==> src/rtl/sr_ff_bank.sv <==
// Bank of clocked multi-input SR flip-flops with a run-time S=R=1 policy and per-channel conflict counters.
// Latency: 1 cycle from s/r/mode/en to q and conflict; no backpressure, an update is taken on every enabled edge.
module sr_ff_bank #(
    parameter int WIDTH = 8,
    parameter int NSET  = 2,
    parameter int NRST  = 2,
    parameter int CNT_W = 4,
    parameter logic [WIDTH-1:0] RESET_VAL = '0
) (
    input  logic                     clk,
    input  logic                     rst_n,
    input  logic                     en,
    input  logic [1:0]               mode,
    input  logic [WIDTH*NSET-1:0]    s,
    input  logic [WIDTH*NRST-1:0]    r,
    input  logic                     clr_cnt,
    output logic [WIDTH-1:0]         q,
    output logic [WIDTH-1:0]         qbar,
    output logic [WIDTH-1:0]         conflict,
    output logic [WIDTH*CNT_W-1:0]   conflict_cnt,
    output logic [WIDTH-1:0]         cnt_sat
);

    localparam logic [CNT_W-1:0] CNT_MAX = '1;
    localparam logic [1:0] MODE_RST = 2'b00;
    localparam logic [1:0] MODE_SET = 2'b01;
    localparam logic [1:0] MODE_HLD = 2'b10;

    // qbar is derived so it can never disagree with q
    assign qbar = ~q;

    for (genvar i = 0; i < WIDTH; i++) begin : g_ch
        logic             set_any;
        logic             rst_any;
        logic             both;
        logic             q_nxt;
        logic             q_r;
        logic             conf_r;
        logic             sat_r;
        logic [CNT_W-1:0] cnt_r;

        assign set_any = |s[i*NSET +: NSET];
        assign rst_any = |r[i*NRST +: NRST];
        assign both    = set_any & rst_any;

        always_comb begin
            q_nxt = q_r;
            if (both) begin
                case (mode)
                    MODE_RST: q_nxt = 1'b0;
                    MODE_SET: q_nxt = 1'b1;
                    MODE_HLD: q_nxt = q_r;
                    default:  q_nxt = ~q_r;
                endcase
            end else if (set_any) begin
                q_nxt = 1'b1;
            end else if (rst_any) begin
                q_nxt = 1'b0;
            end
        end

        always_ff @(posedge clk) begin
            if (!rst_n) begin
                q_r    <= RESET_VAL[i];
                conf_r <= 1'b0;
                cnt_r  <= '0;
                sat_r  <= 1'b0;
            end else begin
                if (en) begin
                    q_r    <= q_nxt;
                    conf_r <= both;
                end else begin
                    conf_r <= 1'b0;
                end
                // clear beats a same-edge increment
                if (clr_cnt) begin
                    cnt_r <= '0;
                    sat_r <= 1'b0;
                end else if (en && both) begin
                    if (cnt_r != CNT_MAX) begin
                        cnt_r <= cnt_r + CNT_W'(1);
                    end
                    if ((cnt_r == CNT_MAX) || (cnt_r == CNT_MAX - CNT_W'(1))) begin
                        sat_r <= 1'b1;
                    end
                end
            end
        end

        assign q[i]                         = q_r;
        assign conflict[i]                  = conf_r;
        assign cnt_sat[i]                   = sat_r;
        assign conflict_cnt[i*CNT_W +: CNT_W] = cnt_r;
    end

endmodule

==> config.mk <==
export PLATFORM = sky130hd
export DESIGN_NAME = sr_ff_bank
export DESIGN_NICKNAME = d
export VERILOG_FILES = /design/src/rtl/sr_ff_bank.sv
export SDC_FILE = /design/constraint.sdc
export NUM_CORES = 1
export LEC_CHECK = 0
export ABC_AREA = 1
export CORE_ASPECT_RATIO = 1.4
export CORE_MARGIN = 8
export CORE_UTILIZATION = 43
export DETAILED_ROUTE_END_ITERATION = 8
export PLACE_DENSITY = 0.79
export SLEW_MARGIN = 20
export SYNTH_ARGS = -nofsm -noshare
export SYNTH_HDL_FRONTEND = slang
export SYNTH_SLANG_ARGS = --single-unit
==> constraint.sdc <==
create_clock -name clk -period 3.5 [get_ports clk]
set_input_delay 0.7 -clock clk [delete_from_list [all_inputs] [get_ports clk]]
set_output_delay 0.7 -clock clk [all_outputs]
set_load 0.005 [all_outputs]
==> results of run 1 <==
metrics by stage:
stage	hold WS (ns)	area (um^2)	power (uW)	instances	util (%)
after global routing	0.5056	4634	1581	697	56.87
after floorplan	0.4380	3593	852.9	519	-
after detailed placement	0.4737	4471	964.9	689	54.86
after global placement	0.4561	4471	957.3	689	54.86
final	0.4815	4634	1510	697	56.87
after CTS	0.4845	4634	1521	697	56.87
state kept, by name, summed over array words and instances (netlist names):
register     cells
g_ch.q_r         8
g_ch.cnt_r      32
g_ch.conf_r      8
g_ch.sat_r       8
cells in the mapped netlist (all sizes together):
cell / instances
xnor2: 8
a21oi: 24
nor2: 106
xor2: 8
o21bai: 7
nand3: 24
o21ai: 8
nand2: 153
dfxtp: 56
inv: 67
ha: 16
a31oi: 1
buf: 33
nand3b: 8
layer usage:
metal	vias to the layer above	share of wire [%]	GRT usage, %
met4	0	2.1	5.865
met5	-	0	0
met1	1489	40	15.72
li1	1711	-	-
met3	14	5.3	3.438
met2	72	52	29.22
worst reg2reg max path, delay by kind of cell, from the launching register on:
family / cells / cell delay, ns
DFF: 1 / 0.36
buffers and inverters: 1 / 0.10
AOI/OAI and AO/OA: 1 / 0.25
and+or+nand+nor: 3 / 0.30
adders and majority gates: 1 / 0.26
kinds of logic (layout without fill, tap and decap cells):
| kind of cell | count (synthesis) | after routing | share of synthesized area [%] |
|---|---|---|---|
| AND/OR/NAND/NOR | 291 | 291 | 38.75 |
| adder cells (fa/ha/maj) | 16 | 16 | 5.571 |
| buffers and inverters | 100 | 176 | 14.28 |
| flip-flops | 56 | 56 | 31.20 |
| XOR/XNOR | 16 | 16 | 3.900 |
| AO/OA/AOI/OAI | 40 | 40 | 6.303 |
placed cells by master (no fill, tap or decap), types with 12 or more instances in the layout:
cell type,n
a21oi_1,22
clkdlybuf4s50_1,100
dfxtp_1,56
ha_1,16
inv_1,63
nand2_1,144
nand3_1,16
nor2_1,78
nor2_2,15
nor2_4,12
area by class of cell:
cell class	instances	area [um^2]
Timing Repair Buffer	101	1006
Inverter	67	256.5
Sequential cell	56	1121
Tap cell	102	127.6
Clock buffer	6	128.9
Multi-Input combinational cell	363	1959
Fill cell	762	3515
Clock inverter	2	35.03
path summary, 6_finish.rpt:
path | start | endpoint | cells past startpoint
worst max-delay path | rst_n | g_ch[2].cnt_r[2]$_SDFFE_PP0P_ | 5
worst min-delay path | g_ch[6].q_r$_SDFFE_PN0P_ | g_ch[6].q_r$_SDFFE_PN0P_ | 2
worst max register to register | g_ch[1].cnt_r[0]$_SDFFE_PP0P_ | g_ch[1].cnt_r[0]$_SDFFE_PP0P_ | 6
worst min register to register | g_ch[6].q_r$_SDFFE_PN0P_ | g_ch[6].q_r$_SDFFE_PN0P_ | 2
power by group through the flow:
stage	logic, uW	registers (uW)	clock network (uW)
finish	275	673	562
global placement	270	687	0
detailed placement	277	688	0
CTS	278	673	570
global route	306	676	599
floorplan	169	684	0
==> metrics.csv, run 1 <==
metric;value;unit
clk_pin_slew;0.07;ns
critical_path_class;input pin to flop;
clock_power_share;37.2;%
cts-root-buf;clkbuf_16;
routabilityCongestion;0.8069;
path_common_cell;inv_2;
cap_violations;0;
ys_ff_latch;56;
antenna_found_initial;0;
syn_inst;519;
critPathRequiredTime;3.72;ns
min_period;1.983;ns
p_leak;0.002052;uW
endpoint_kind;flop;
vias;3286;
initial_utilization;44.10;%
critical-path-top-delay-family;buffers and inverters;
max_freq;0.5043;GHz
p_int;1123;uW
fp.dieH;124.2;um
die_w;93.26;um
cp_max_fo;24;
ant_nets;0;
finalHoldViolations;0;
synth_cell_types;29;
grt_overflow;0;
clock-sinks;56;
diodes;0;
p_sw;386.7;uW
critPathMaxStageDelay;0.48;ns
setup_ws;1.517;ns
cp.arrival;2.20;ns
dr.pass1.iters;4;
drv_slew;0;
drtIter0Drc;145;
power_density;325.9;nW/um^2
cts_hold_buf;0;
tritoncts;done;
worst_pin_slew;0.8178;ns
clkLatencyLatePin;0.28;ns
cts-resized-gates;0;
status;finished clean;
seq_power_share;44.6;%
drt_wl_total;8968;um
finalClockSkew;0.002450;ns
io_pins;102;
dp_hpwl;7219;um
cts_setup_buffers;0;
syn2layout_area_growth;28.97;%
rows;39;
layout.nets;648;
fin_setup_tns;0;ns
grt_start_max_net_pins;34;
synth_top_area_cell;dfxtp_1;
drive_gt1_share;10.08;%
synth_top_area_share;31.20;%
via_per_inst;4.714;
routedWlPerCell;12.87;um
syn_nets;573;
dp_slack;1.207;ns
grt_pass1_vias;3285;
slowest_stage;clkdlybuf4s50_1;
finalCritPeriodShare;56.66;%
worstHoldPathType;flop to flop;
die-area;11580;um^2
port_buffers;101;
path_cells;clkdlybuf4s50_1, inv_2, nor2_4, inv_2, a21oi_1;
cts_buffer_depth;2;
worstPathBufferInverterCount;3;
setup_viol;0;
max-slew-margin-rel;45.48;%
syn_area;3593;um^2
start_kind;input pin;
core-area;8149;um^2
numCtsBuffers;5;
netSwitchingFraction;25.60;%
grt_pass1_wl;14520;um
synth-seq-area-share;31.20;%
rsz0062_at_grt;false;
ir_drop;0.2350;mV
synth_warnings;0;
cts_htree_levels;2;
synthTopCellsByArea;dfxtp_1 31%, nand2_1 15%, nor2_1 8.1%;
ff2ff_setup_slack;2.12;ns
pwr-share-comb;18.2;%
drc;0;
grt_use_total;15.32;%
avgSynthCellArea;6.924;um^2
(Power assumes the default switching activity.)
==> run 2, diff against run 1 <==
PLACE_DENSITY = 0.82   (was 0.79)
clock period = 1.7 ns   (was 3.5 ns; I/O delays follow)
==> metrics.csv, run 2 (same netlist as run 1, synthesis figures left out) <==
metric;value;unit;change
max-slew-margin-rel;67.27;%;was 45.48%
utilization;57.93;%;was 56.87%
path_cells;clkdlybuf4s50_1;;was clkdlybuf4s50_1, inv_2, nor2_4, inv_2, a21oi_1
report.power.total;3279;uW;was 1510 uW
rsz0062_at_grt;false;;unchanged
drt_wl_total;9241;um;was 8968 um
cts-resized-gates;0;;unchanged
worstHoldStart;g_ch[7].sat_r$_SDFFE_PP0P_;;was g_ch[6].q_r$_SDFFE_PN0P_
dp_hpwl;7197;um;was 7219 um
grt_overflow;0;;unchanged
critical_path_class;flop to output pin;;was input pin to flop
finalClockSkew;0.004552;ns;was 0.002450 ns
start_kind;flop;;was input pin
wl_met1;3600;um;was 3632 um
cts_buffer_depth;2;;unchanged
largest_register_ffs;32;;unchanged
clk_pin_slew;0.07;ns;about the same
status;finished clean;;unchanged
clock-sinks;56;;unchanged
die_w;93.26;um;unchanged
holdPathStages;2;;unchanged
slowest_stage;clkdlybuf4s50_1;;unchanged
layout_common_cells;144 x nand2_1, 100 x clkdlybuf4s50_1, 78 x nor2_1;;unchanged
ff2ff_setup_slack;0.36;ns;was 2.12 ns
critPathRequiredTime;1.36;ns;was 3.72 ns
worstHoldPathType;flop to flop;;unchanged
dp_slack;0.04072;ns;was 1.207 ns
routed.top_layer;met4;;unchanged
endpoint_kind;output pin;;was flop
cts_hold_buf;0;;unchanged
setup_viol;0;;unchanged
r2r-start;g_ch[2].cnt_r[0]$_SDFFE_PP0P_;;was g_ch[1].cnt_r[0]$_SDFFE_PP0P_
fp.dieH;124.2;um;unchanged
via_per_inst;4.730;;was 4.714
grt_use_total;16.03;%;was 15.32%
power_density;694.6;nW/um^2;was 325.9 nW/um^2
worst_pin_slew;0.4902;ns;was 0.8178 ns
drv_slew;0;;unchanged
r2r_cells;6;;unchanged
drc;0;;unchanged
drive_gt1_share;11.15;%;was 10.08%
wl_met2;4850;um;was 4666 um
cap_violations;0;;unchanged
grt_start_max_net_pins;34;;unchanged
io_pins;102;;unchanged
min_period;1.627;ns;
max_freq;0.6148;GHz;
ant_nets;0;;unchanged
max_flop_register;g_ch.cnt_r;;unchanged
worstPathBufferInverterCount;1;;was 3
routedWlPerCell;13.15;um;was 12.87 um
core-area;8149;um^2;unchanged
setup_ws;0.07346;ns;was 1.517 ns
p_leak;0.002099;uW;was 0.002052 uW
drtIter0Drc;215;;was 145
reg2reg_to;g_ch[2].cnt_r[2]$_SDFFE_PP0P_;;was g_ch[1].cnt_r[0]$_SDFFE_PP0P_
fin_setup_tns;0;ns;unchanged
cts-root-buf;clkbuf_16;;unchanged
die-area;11580;um^2;unchanged
ir_drop;0.6266;mV;was 0.2350 mV
critical-path-top-delay-family;buffers and inverters;;unchanged
vias;3325;;was 3286
antenna_found_initial;0;;unchanged
critPathMaxStageDelay;0.57;ns;was 0.48 ns
initial_utilization;44.10;%;unchanged
syn2layout_area_growth;31.37;%;was 28.97%
finalHoldViolations;0;;unchanged
whs;0.4703;ns;was 0.4815 ns
finalCritPeriodShare;95.68;%;
cts_setup_buffers;0;;unchanged
tritoncts;done;;unchanged
routabilityCongestion;0.7986;;was 0.8069
grt_pass1_wl;14900;um;was 14520 um
dr_wl_met3;536;um;was 478 um
cts_htree_levels;2;;unchanged
diodes;0;;unchanged
layout.nets;655;;was 648
port_buffers;101;;unchanged
clkLatencyLatePin;0.30;ns;was 0.28 ns
numCtsBuffers;5;;unchanged
hold-path-endpoint;g_ch[7].sat_r$_SDFFE_PP0P_;;was g_ch[6].q_r$_SDFFE_PN0P_
rows;39;;unchanged
dr.pass1.iters;4;;unchanged
cp_max_fo;5;;was 24
grt_pass1_vias;3329;;was 3285
cp.arrival;1.29;ns;was 2.20 ns
layout_commonest_cell;nand2_1;;unchanged
run 2: cell type report:
type                       instances  area, um^2
timing repair buffer             108        1071
inverter                          67       256.5
fill                             722        3428
tap                              102       127.6
sequential                        56        1121
clock inverter                     2       60.06
clock buffer                       5       125.1
multi-input combinational        363        1959
run 2: worst max-delay path by stage:
stage               slack (ns)                     startpoint  depth (start not counted)                             to
floorplan                 0.52  g_ch[0].cnt_r[0]$_SDFFE_PP0P_                          6  g_ch[0].cnt_r[0]$_SDFFE_PP0P_
global placement          0.05                        mode[1]                          8       g_ch[5].q_r$_SDFFE_PN0P_
detailed placement        0.04                           s[7]                          7  g_ch[3].cnt_r[2]$_SDFFE_PP0P_
CTS                       0.07  g_ch[1].cnt_r[1]$_SDFFE_PP0P_                          1                conflict_cnt[5]
global route              0.04  g_ch[2].cnt_r[2]$_SDFFE_PP0P_                          1               conflict_cnt[10]
finish                    0.07  g_ch[6].cnt_r[1]$_SDFFE_PP0P_                          1               conflict_cnt[25]
run 2: power by group:
group | switching (uW) | internal [uW] | total [uW]
clock | 468 | 836 | 1300
sequential | 37.0 | 1350 | 1390
combinational | 303 | 284 | 588
run 2: metrics by stage:
| step | cells | area, um^2 |
|---|---|---|
| detailed placement | 696 | 4536 |
| global route | 703 | 4721 |
| global placement | 696 | 4536 |
| CTS | 703 | 4721 |
| finish | 703 | 4721 |
| floorplan | 519 | 3593 |
run 2: per-layer routing:
layer | GRT usage (%) | vias up
li1 | - | 1725
met1 | 16.02 | 1500
met2 | 30.15 | 82
met3 | 2.955 | 18
met4 | 9.403 | 0
met5 | 0 | -
